==> config.mk <==
export PLATFORM = sky130hd
export DESIGN_NAME = rx_comma_align_ctrl_flat
export DESIGN_NICKNAME = d
export VERILOG_FILES = /design/src/rtl/rx_pkg.sv /design/src/rtl/rx_comma_align_ctrl_if.sv /design/src/rtl/rx_comma_detect.sv /design/src/rtl/rx_comma_align_ctrl.sv /design/src/flat_wrapper.sv
export SDC_FILE = /design/constraint.sdc
export NUM_CORES = 1
export LEC_CHECK = 0
export BUFFER_PORTS_ARGS = -buffer_cell sky130_fd_sc_hd__buf_2
export CAP_MARGIN = 20
export CORE_MARGIN = 2
export CORE_UTILIZATION = 48
export CTS_BUF_LIST = sky130_fd_sc_hd__clkbuf_16
export DETAILED_ROUTE_END_ITERATION = 10
export PLACE_DENSITY = 0.62
export SYNTH_ARGS = -nofsm -noshare
export SYNTH_HDL_FRONTEND = slang
export SYNTH_SLANG_ARGS = --single-unit
==> constraint.sdc <==
create_clock -name BitCLK -period 6 [get_ports BitCLK]
set_input_delay 1.2 -clock BitCLK [delete_from_list [all_inputs] [get_ports BitCLK]]
set_output_delay 1.2 -clock BitCLK [all_outputs]
set_load 0.005 [all_outputs]
==> src/rtl/rx_pkg.sv <==
// Shared constants and state encoding for the RX comma-alignment controller.
package rx_pkg;

    // K28.5 in both running disparities, written LSB-first as received.
    localparam logic [9:0] K28_5_RDN = 10'h17C;
    localparam logic [9:0] K28_5_RDP = 10'h283;

    // Last bit position of a 10-bit word.
    localparam logic [3:0] POS_LAST = 4'd9;

    typedef enum logic [1:0] {
        HUNT    = 2'd0,
        CONFIRM = 2'd1,
        LOCKED  = 2'd2
    } align_state_t;

    function automatic logic is_k28_5(input logic [9:0] w);
        return (w == K28_5_RDN) || (w == K28_5_RDP);
    endfunction

endpackage

==> src/rtl/rx_comma_align_ctrl_if.sv <==
// Signal bundle between the RX datapath and the comma-alignment controller.
// RealignCnt exists only when RX_ALIGN_STATUS_EN is defined.
interface rx_comma_align_ctrl_if;
    logic       Serial;
    logic       AlignEn;
    logic       Comma;
    logic       Locked;
    logic       WordStrobe;
`ifdef RX_ALIGN_STATUS_EN
    logic [7:0] RealignCnt;

    modport master (
        output Serial, AlignEn,
        input  Comma, Locked, WordStrobe, RealignCnt
    );
    modport slave (
        input  Serial, AlignEn,
        output Comma, Locked, WordStrobe, RealignCnt
    );
`else
    modport master (
        output Serial, AlignEn,
        input  Comma, Locked, WordStrobe
    );
    modport slave (
        input  Serial, AlignEn,
        output Comma, Locked, WordStrobe
    );
`endif
endinterface

==> src/rtl/rx_comma_detect.sv <==
// Serial K28.5 detector: 10-bit shift window, det flags a comma ending on the
// bit currently on Serial.
module rx_comma_detect
    import rx_pkg::*;
(
    input  logic BitCLK,
    input  logic Reset,
    input  logic Serial,
    output logic det
);

    // Bit 0 of the window would only ever be shifted out, so it is not stored.
    logic [9:1] window_reg;
    logic [9:0] next_win;

    assign next_win[9] = Serial;

    generate
        for (genvar gi = 0; gi < 9; gi++) begin : g_shift
            assign next_win[gi] = window_reg[gi+1];
        end
    endgenerate

    always_ff @(posedge BitCLK) begin
        if (Reset) begin
            window_reg <= '0;
        end else begin
            window_reg <= next_win[9:1];
        end
    end

    assign det = is_k28_5(next_win);

endmodule

==> src/rtl/rx_comma_align_ctrl.sv <==
// Word-alignment controller: hunts for K28.5, realigns the SIPO, qualifies lock.
// Optional RealignCnt status counter is built when RX_ALIGN_STATUS_EN is defined.
module rx_comma_align_ctrl
    import rx_pkg::*;
#(
    parameter int LOCK_COUNT    = 3,
    parameter int LOSS_COUNT    = 4,
    parameter int TIMEOUT_WORDS = 255
) (
    input logic                  BitCLK,
    input logic                  Reset,
    rx_comma_align_ctrl_if.slave rx
);

    localparam logic [2:0] LOCK_TARGET = 3'(LOCK_COUNT);
    localparam logic [2:0] LOSS_TARGET = 3'(LOSS_COUNT);
    localparam logic [7:0] TMO_TARGET  = 8'(TIMEOUT_WORDS);

    align_state_t state_reg, state_next;
    logic [3:0]   pos_reg, pos_next;
    logic [2:0]   good_cnt_reg, good_cnt_next;
    logic [2:0]   bad_cnt_reg, bad_cnt_next;
    logic [7:0]   tmo_cnt_reg, tmo_cnt_next;
    logic         locked_reg;
    logic         strobe_reg;

    logic         det;
    logic         pos_wrap;
    logic         aligned;
    logic         misaligned;
    logic         comma;
    logic [2:0]   good_inc;
    logic [2:0]   bad_inc;
    logic [7:0]   tmo_inc;

    rx_comma_detect u_detect (
        .BitCLK (BitCLK),
        .Reset  (Reset),
        .Serial (rx.Serial),
        .det    (det)
    );

    assign pos_wrap   = (pos_reg == POS_LAST);
    assign aligned    = det && pos_wrap;
    assign misaligned = det && !pos_wrap;
    assign good_inc   = good_cnt_reg + 3'd1;
    assign bad_inc    = bad_cnt_reg + 3'd1;
    assign tmo_inc    = tmo_cnt_reg + 8'd1;

    // Mealy output: the SIPO must see the request during the comma's last bit.
    assign comma = det && rx.AlignEn && (state_reg != LOCKED);

    always_comb begin
        pos_next = pos_reg + 4'd1;
        if (comma || pos_wrap) begin
            pos_next = 4'd0;
        end
    end

    always_comb begin
        state_next    = state_reg;
        good_cnt_next = good_cnt_reg;
        bad_cnt_next  = bad_cnt_reg;
        tmo_cnt_next  = tmo_cnt_reg;

        if (!rx.AlignEn) begin
            state_next    = HUNT;
            good_cnt_next = 3'd0;
            bad_cnt_next  = 3'd0;
            tmo_cnt_next  = 8'd0;
        end else begin
            case (state_reg)
                HUNT: begin
                    if (det) begin
                        state_next    = CONFIRM;
                        good_cnt_next = 3'd1;
                        tmo_cnt_next  = 8'd0;
                    end
                end
                CONFIRM: begin
                    if (aligned) begin
                        good_cnt_next = good_inc;
                        tmo_cnt_next  = 8'd0;
                        if (good_inc == LOCK_TARGET) begin
                            state_next   = LOCKED;
                            bad_cnt_next = 3'd0;
                        end
                    end else if (misaligned) begin
                        good_cnt_next = 3'd1;
                        tmo_cnt_next  = 8'd0;
                    end else if (pos_wrap) begin
                        // A whole word passed without a comma on the boundary.
                        tmo_cnt_next = tmo_inc;
                        if (tmo_inc == TMO_TARGET) begin
                            state_next    = HUNT;
                            good_cnt_next = 3'd0;
                            tmo_cnt_next  = 8'd0;
                        end
                    end
                end
                LOCKED: begin
                    if (aligned) begin
                        bad_cnt_next = 3'd0;
                    end else if (misaligned) begin
                        bad_cnt_next = bad_inc;
                        if (bad_inc == LOSS_TARGET) begin
                            state_next    = HUNT;
                            bad_cnt_next  = 3'd0;
                            good_cnt_next = 3'd0;
                        end
                    end
                end
                default: begin
                    state_next = HUNT;
                end
            endcase
        end
    end

    always_ff @(posedge BitCLK) begin
        if (Reset) begin
            state_reg    <= HUNT;
            pos_reg      <= 4'd0;
            good_cnt_reg <= 3'd0;
            bad_cnt_reg  <= 3'd0;
            tmo_cnt_reg  <= 8'd0;
            locked_reg   <= 1'b0;
            strobe_reg   <= 1'b0;
        end else begin
            state_reg    <= state_next;
            pos_reg      <= pos_next;
            good_cnt_reg <= good_cnt_next;
            bad_cnt_reg  <= bad_cnt_next;
            tmo_cnt_reg  <= tmo_cnt_next;
            locked_reg   <= (state_next == LOCKED);
            strobe_reg   <= pos_wrap && locked_reg;
        end
    end

    assign rx.Comma      = comma;
    assign rx.Locked     = locked_reg;
    assign rx.WordStrobe = strobe_reg;

`ifdef RX_ALIGN_STATUS_EN
    logic [7:0] realign_cnt_reg;

    // Saturating count of realign requests; only Reset clears it.
    always_ff @(posedge BitCLK) begin
        if (Reset) begin
            realign_cnt_reg <= 8'd0;
        end else if (comma && (realign_cnt_reg != 8'hFF)) begin
            realign_cnt_reg <= realign_cnt_reg + 8'd1;
        end
    end

    assign rx.RealignCnt = realign_cnt_reg;
`endif

endmodule

==> src/flat_wrapper.sv <==
// flat-port wrapper written by rule: the top's interface ports become plain ports
module rx_comma_align_ctrl_flat import rx_pkg::*;
#(
    parameter int LOCK_COUNT    = 3,
    parameter int LOSS_COUNT    = 4,
    parameter int TIMEOUT_WORDS = 255
)
  (BitCLK, Reset, rx_Serial, rx_AlignEn, rx_Comma, rx_Locked, rx_WordStrobe);
  rx_comma_align_ctrl_if rx_i ();
  input logic BitCLK;
  input logic Reset;
  input wire logic [$bits(rx_i.Serial)-1:0] rx_Serial;
  input wire logic [$bits(rx_i.AlignEn)-1:0] rx_AlignEn;
  output wire logic [$bits(rx_i.Comma)-1:0] rx_Comma;
  output wire logic [$bits(rx_i.Locked)-1:0] rx_Locked;
  output wire logic [$bits(rx_i.WordStrobe)-1:0] rx_WordStrobe;
  assign rx_i.Serial = rx_Serial;
  assign rx_i.AlignEn = rx_AlignEn;
  assign rx_Comma = rx_i.Comma;
  assign rx_Locked = rx_i.Locked;
  assign rx_WordStrobe = rx_i.WordStrobe;
  rx_comma_align_ctrl #(.LOCK_COUNT(LOCK_COUNT), .LOSS_COUNT(LOSS_COUNT), .TIMEOUT_WORDS(TIMEOUT_WORDS)) u_core (.BitCLK(BitCLK), .Reset(Reset), .rx(rx_i));
endmodule
## After elaboration in Yosys (flattened, before gate mapping)

Cells that the tools add are included.

| cells by class | value |
|---|---|
| bitwise gates (word level) | 1 |
| equality and inequality tests | 19 |
| reduce and logical (&&, ||, !) cells | 17 |
| multiplexer cells | 32 |
| add/subtract/negate cells | 4 |

Operators with widths:

| kind | number |
|---|---|
| 2-to-1 mux 8 bit | 5 |
| 2-to-1 mux 3 bit | 13 |
| 2-to-1 mux 2 bit | 10 |
| case mux 8 bit (2 select lines) | 1 |
| == test 10 bit, second input constant | 1 |
| == test 10 x 9 -> 1 bit, second input constant | 1 |
| != test 2 x 1 -> 1 bit, second input constant | 5 |
| case mux 3 bit (3 select lines) | 1 |
| adder 8 x 1 -> 8 bit, second input constant | 1 |
| == test 8 bit, second input constant | 1 |
| != test 4 x 1 -> 1 bit, second input constant | 2 |
| AND reduction 7 bit | 1 |
| adder 3 x 1 -> 3 bit, second input constant | 2 |
| case mux 2 bit (3 select lines) | 1 |
| case mux 3 bit (2 select lines) | 1 |
| logical AND 1 bit | 5 |
| adder 4 x 1 -> 4 bit, second input constant | 1 |
| == test 2 bit, second input constant | 2 |
| == test 4 bit, second input constant | 1 |
| != test 2 bit, second input constant | 2 |
| AND reduction 4 bit | 1 |
| nonzero test 2 bit | 2 |
| OR reduction 2 bit | 2 |
| == test 3 x 2 -> 1 bit, second input constant | 1 |
| 9 further kinds | 10 |

| storage, ports and cells | value |
|---|---|
| logic and storage cells | 81 |
| register bits | 31 |
| input bits | 4 |
| output and inout bits | 3 |

## Longest topological paths before layout

| depth | value |
|---|---|
| word-level depth | 9 |
| mapped depth | 8 |
| depth with buffers taken out | 8 |

## Cells and area by module

Synthesis repeated with hierarchy kept, for this count alone.

| unflattened totals | value |
|---|---|
| cell total of the unflattened synthesis | 184 |
| area, all modules | 1680.4 um2 |

Modules (own cells, without submodules):

| module | sequential area each (um2) | area an instance (um2) | times used | cells an instance |
|---|---|---|---|---|
| rx_comma_align_ctrl | 440.4 | 1378.8 | 1 | 159 |
| rx_comma_detect | 180.2 | 301.5 | 1 | 25 |

## Least setup slack after synthesis

Ideal clock, no wire load.

| timing path | value |
|---|---|
| path type | input -> output |
| start | input port rx_Serial |
| end | output port rx_Comma |
| stages | 5 |
| data required time | 4.800 ns |
| path slack | 2.463 ns |
| arrival | 2.337 ns |
| path through | nand4bb_1 -> or4_1 -> and2_1 -> clkbuf_1 -> nor3b_1 |

| on the way | value |
|---|---|
| longest elaborated chain between the ends | 4 |

RTL lines:

| what | line | RTL |
|---|---|---|
| start: declaration | flat_wrapper.sv:12 | `input wire logic [$bits(rx_i.Serial)-1:0] rx_Serial;` |
| == test 10 x 9 -> 1 bit or == test 10 bit (tied branches) | rx_pkg.sv:18 | `return (w == K28_5_RDN) \|\| (w == K28_5_RDP);` |
| logical OR 1 bit * | rx_pkg.sv:18 |  |
| logical AND 1 bit * (2 in a row) | rx_comma_align_ctrl.sv:51 | `assign comma = det && rx.AlignEn && (state_reg != LOCKED);` |
| end: declaration | flat_wrapper.sv:14 | `output wire logic [$bits(rx_i.Comma)-1:0] rx_Comma;` |

Mark *: on every way between the ends. The rest lies on a longest branch, timed or not.

## Worst setup path in the final report

Same ends and word-level chain as after synthesis.

==> parameters.txt <==
Parameter                              Value

Run status
  Outcome ... complete, no violations

Route
  Post-Route M1 WL ... roughly 1700 um
  Total via count in the routed design ... around 1400
  Drc violations ... 0
  DRT antenna net count ... 0
  Max layer used ... met4
  WL met3 ... 194 um
  Pre-antenna DRT Iters ... 4
  Aggregate routed wire length ... 3480 um
  DRC violation total after the first TritonRoute iteration ... 105
  Met2 wirelength from detailed routing ... 1540 um
  Drt via density ... about 5.7
  Avg WL per Cell ... between 10 and 15 um

STA
  Worst hold-check slack ... 0.462 ns
  Setup TNS ... 0 ns
  Smallest setup slack after layout ... 2.22 ns
  Final setup vio count ... 0
  Number of slew-limit violations in the final report ... 0
  Post-route fraction of the period consumed by the critical path ... 0.630
  Setup clock skew after layout ... 0.00587 ns
  Transition time of the tightest slew-check pin ... 0.686 ns
  Hold Violations, Final ... 0
  RSZ-0062 raised after global routing ... false
  Achievable frequency ... 0.264 GHz
  Worst relative slew slack ... 0.543
  Min Tclk post-route ... 3.78 ns

Floorplanning
  Io pins ... 7
  Width of the die ... 63.3 um
  Area of the die ... ~4000 um2
  Die outline height ... approximately 63 um
  Placeable Area ... 3360 um2
  Row count ... 21
  Initial Utilization ... 0.502

Clock network
  Quantity of gates resized following cts ... 0
  Later-pin clock latency in the skew report ... 0.27 ns
  Clk root buf ... clkbuf_16
  Maximum number of buffers from clock root to sink ... 2
  Post-CTS Setup Repair Bufs ... 0
  Number of clock sinks ... 31
  Clock tree from TritonCTS ... yes
  Clock-pin slew on the worst setup and hold paths ... 0.05 ns
  Post-CTS Hold Buffers ... 0
  H-Tree Depth ... 2
  CTS buffer count ... 5

Synth
  Commonest cells in the synthesized netlist ... 31 x dfxtp_1, 21 x nand2_1, 15 x nand3_1, 15 x nor2_1, 13 x nor2b_1
  Number of instances in the synthesized netlist ... between 150 and 200
  Nets in the synthesized netlist ... between 200 and 250
  Yosys cell types ... 50
  Synthesized area per cell ... 8.49 um2
  Share of the synthesized area in the top cell type ... 0.367
  Main synth FF type ... dfxtp_1
  Largest cells by area after synthesis ... dfxtp_1 37%, ha_1 8.9%, nor2b_1 4.8%
  Synthesis Warnings ... 0
  Post-synth EDFFs ... 0
  Most repeated cell in the gate-level netlist after synthesis ... dfxtp_1
  Area of the mapped netlist ... about 1700 um2
  Fraction of the yosys area taken by sequential cells ... 0.367
  Proportion of register bits with asynchronous set or reset after synthesis ... 0
  Yosys top cell by area ... dfxtp_1
  Yosys reg bits ... 31

Flow run
  Reported max-cap violation count ... 0

Critical path
  Crit. End Element ... output pin
  Data arrival time of the critical path ... between 2 and 3 ns
  Chain of cells forming the critical path ... buf_2 -> nand4bb_1 -> or4_1 -> and2_1 -> nor3b_1 -> buf_2
  Maximum cell stage delay along the critical path ... between 0.4 and 0.5 ns
  Critical path data required time ... 4.80 ns
  Most common cell on crit path ... buf_2
  Critical path's slowest cell ... or4_1
  Kind of start point of the critical path ... input pin
  Maximum fanout along the worst path ... 8
  Critical path class ... input pin to output pin
  Cell depth of the worst flop-to-flop path ... 7

Min path
  Classification of the worst-slack hold path ... flop to flop
  Number of instances on the worst hold path ... 1

Finish
  Count of non-filler cells in the finished layout ... about 250
  Fraction of layout cells with a size suffix above 1 ... 0.0773
  Number of flip-flops in the largest register ... 9
  Area growth syn-to-layout ... 11.9%
  FILL cells ... around 350
  Antenna cell count ... 0
  Nets@finish ... 222

GRT
  Largest net degree at the start of global routing ... 15
  Number of antenna violations at the first check in global routing ... 0
  Combined global-route utilization of all metal layers ... 0.196
  Wire length of the first global-routing pass ... 6150 um
  GRT overflow ... 0
  Via count of the first global-routing pass ... 1355

Power
  Worst IR drop on VDD ... roughly 140 uV
  Areal power density over the cells ... 241 nW/um2
  P_leak ... 0.000698 uW

Placement
  Final estimated routing congestion in global placement ... 0.892
  Detailed placement HPWL ... around 2600 um
  Count of input and output buffers ... 6
  Placed cell count ... 245
  Placement Setup Slack ... roughly 2.2 ns
[routing by layer]
layer	global-route usage	vias up
met1	0.262	666
met4	0.106	0
met5	0	-
met3	0.0500	7
met2	0.286	34
li1	-	738
[layout make-up]
class                           instances  area (um2)  area share
Clock buffer                            5         125      0.0662
Clock inverter                          3        11.3     0.00596
Inverter                                8        30.0      0.0159
Multi-Input combinational cell        154        1010       0.537
Sequential cell                        31         621       0.328
Tap cell                               46        57.6      0.0305
Timing Repair Buffer                    6        30.0      0.0159
[power by group]
part | internal [uW] | leakage (uW) | switching, uW
combinational | 4.74 | 0.000377 | 6.82
clock | 149 | 0.0000701 | 82.6
sequential | 209 | 0.000251 | 2.29
[cell families after synthesis]
kind of cell / count (synthesis) / synth area share
xor+xnor: 5 / 0.0259
buf+inv: 14 / 0.0319
flops: 31 / 0.367
mux: 1 / 0.00593
fa+ha+maj: 12 / 0.0889
simple gates: 95 / 0.304
compound gates: 41 / 0.176
[layout by cell type, fill, tap and decap left out, drive strengths merged, types with 3 or more instances in the layout]
| cell type | instances |
|---|---|
| nor2 | 15 |
| clkbuf | 5 |
| buf | 6 |
| nand2 | 21 |
| a21oi | 8 |
| o21ai | 10 |
| nand4 | 5 |
| inv | 9 |
| xnor2 | 3 |
| nor3 | 3 |
| nand3 | 15 |
| dfxtp | 31 |
| o21a | 3 |
| ha | 12 |
| a31oi | 4 |
| nor2b | 13 |
| or3 | 3 |
| nand2b | 3 |
[worst paths after layout]
kind / start / endpoint / slack, ns
worst max-delay path: rx_Serial / rx_Comma / 2.22
worst min-delay path: u_core.pos_reg[0] / u_core.pos_reg[0] / 0.46
worst max register to register: u_core.tmo_cnt_reg[0] / u_core.good_cnt_reg[1] / 3.49
worst min register to register: u_core.pos_reg[0] / u_core.pos_reg[0] / 0.46
[critical path, delay by kind of cell]
| family | cells | cell delay (ns) |
|---|---|---|
| buf+inv | 2 | 0.26 |
| simple gates | 4 | 1.11 |
[stage by stage]
step | util | power [uW] | cell area (um2)
global route | 0.562 | 473 | 1890
global placement | 0.521 | 227 | 1750
detailed placement | 0.521 | 227 | 1750
CTS | 0.562 | 460 | 1890
finish | 0.562 | 454 | 1890
floorplan | - | 224 | 1690
Power figures use the tool's default switching activity.
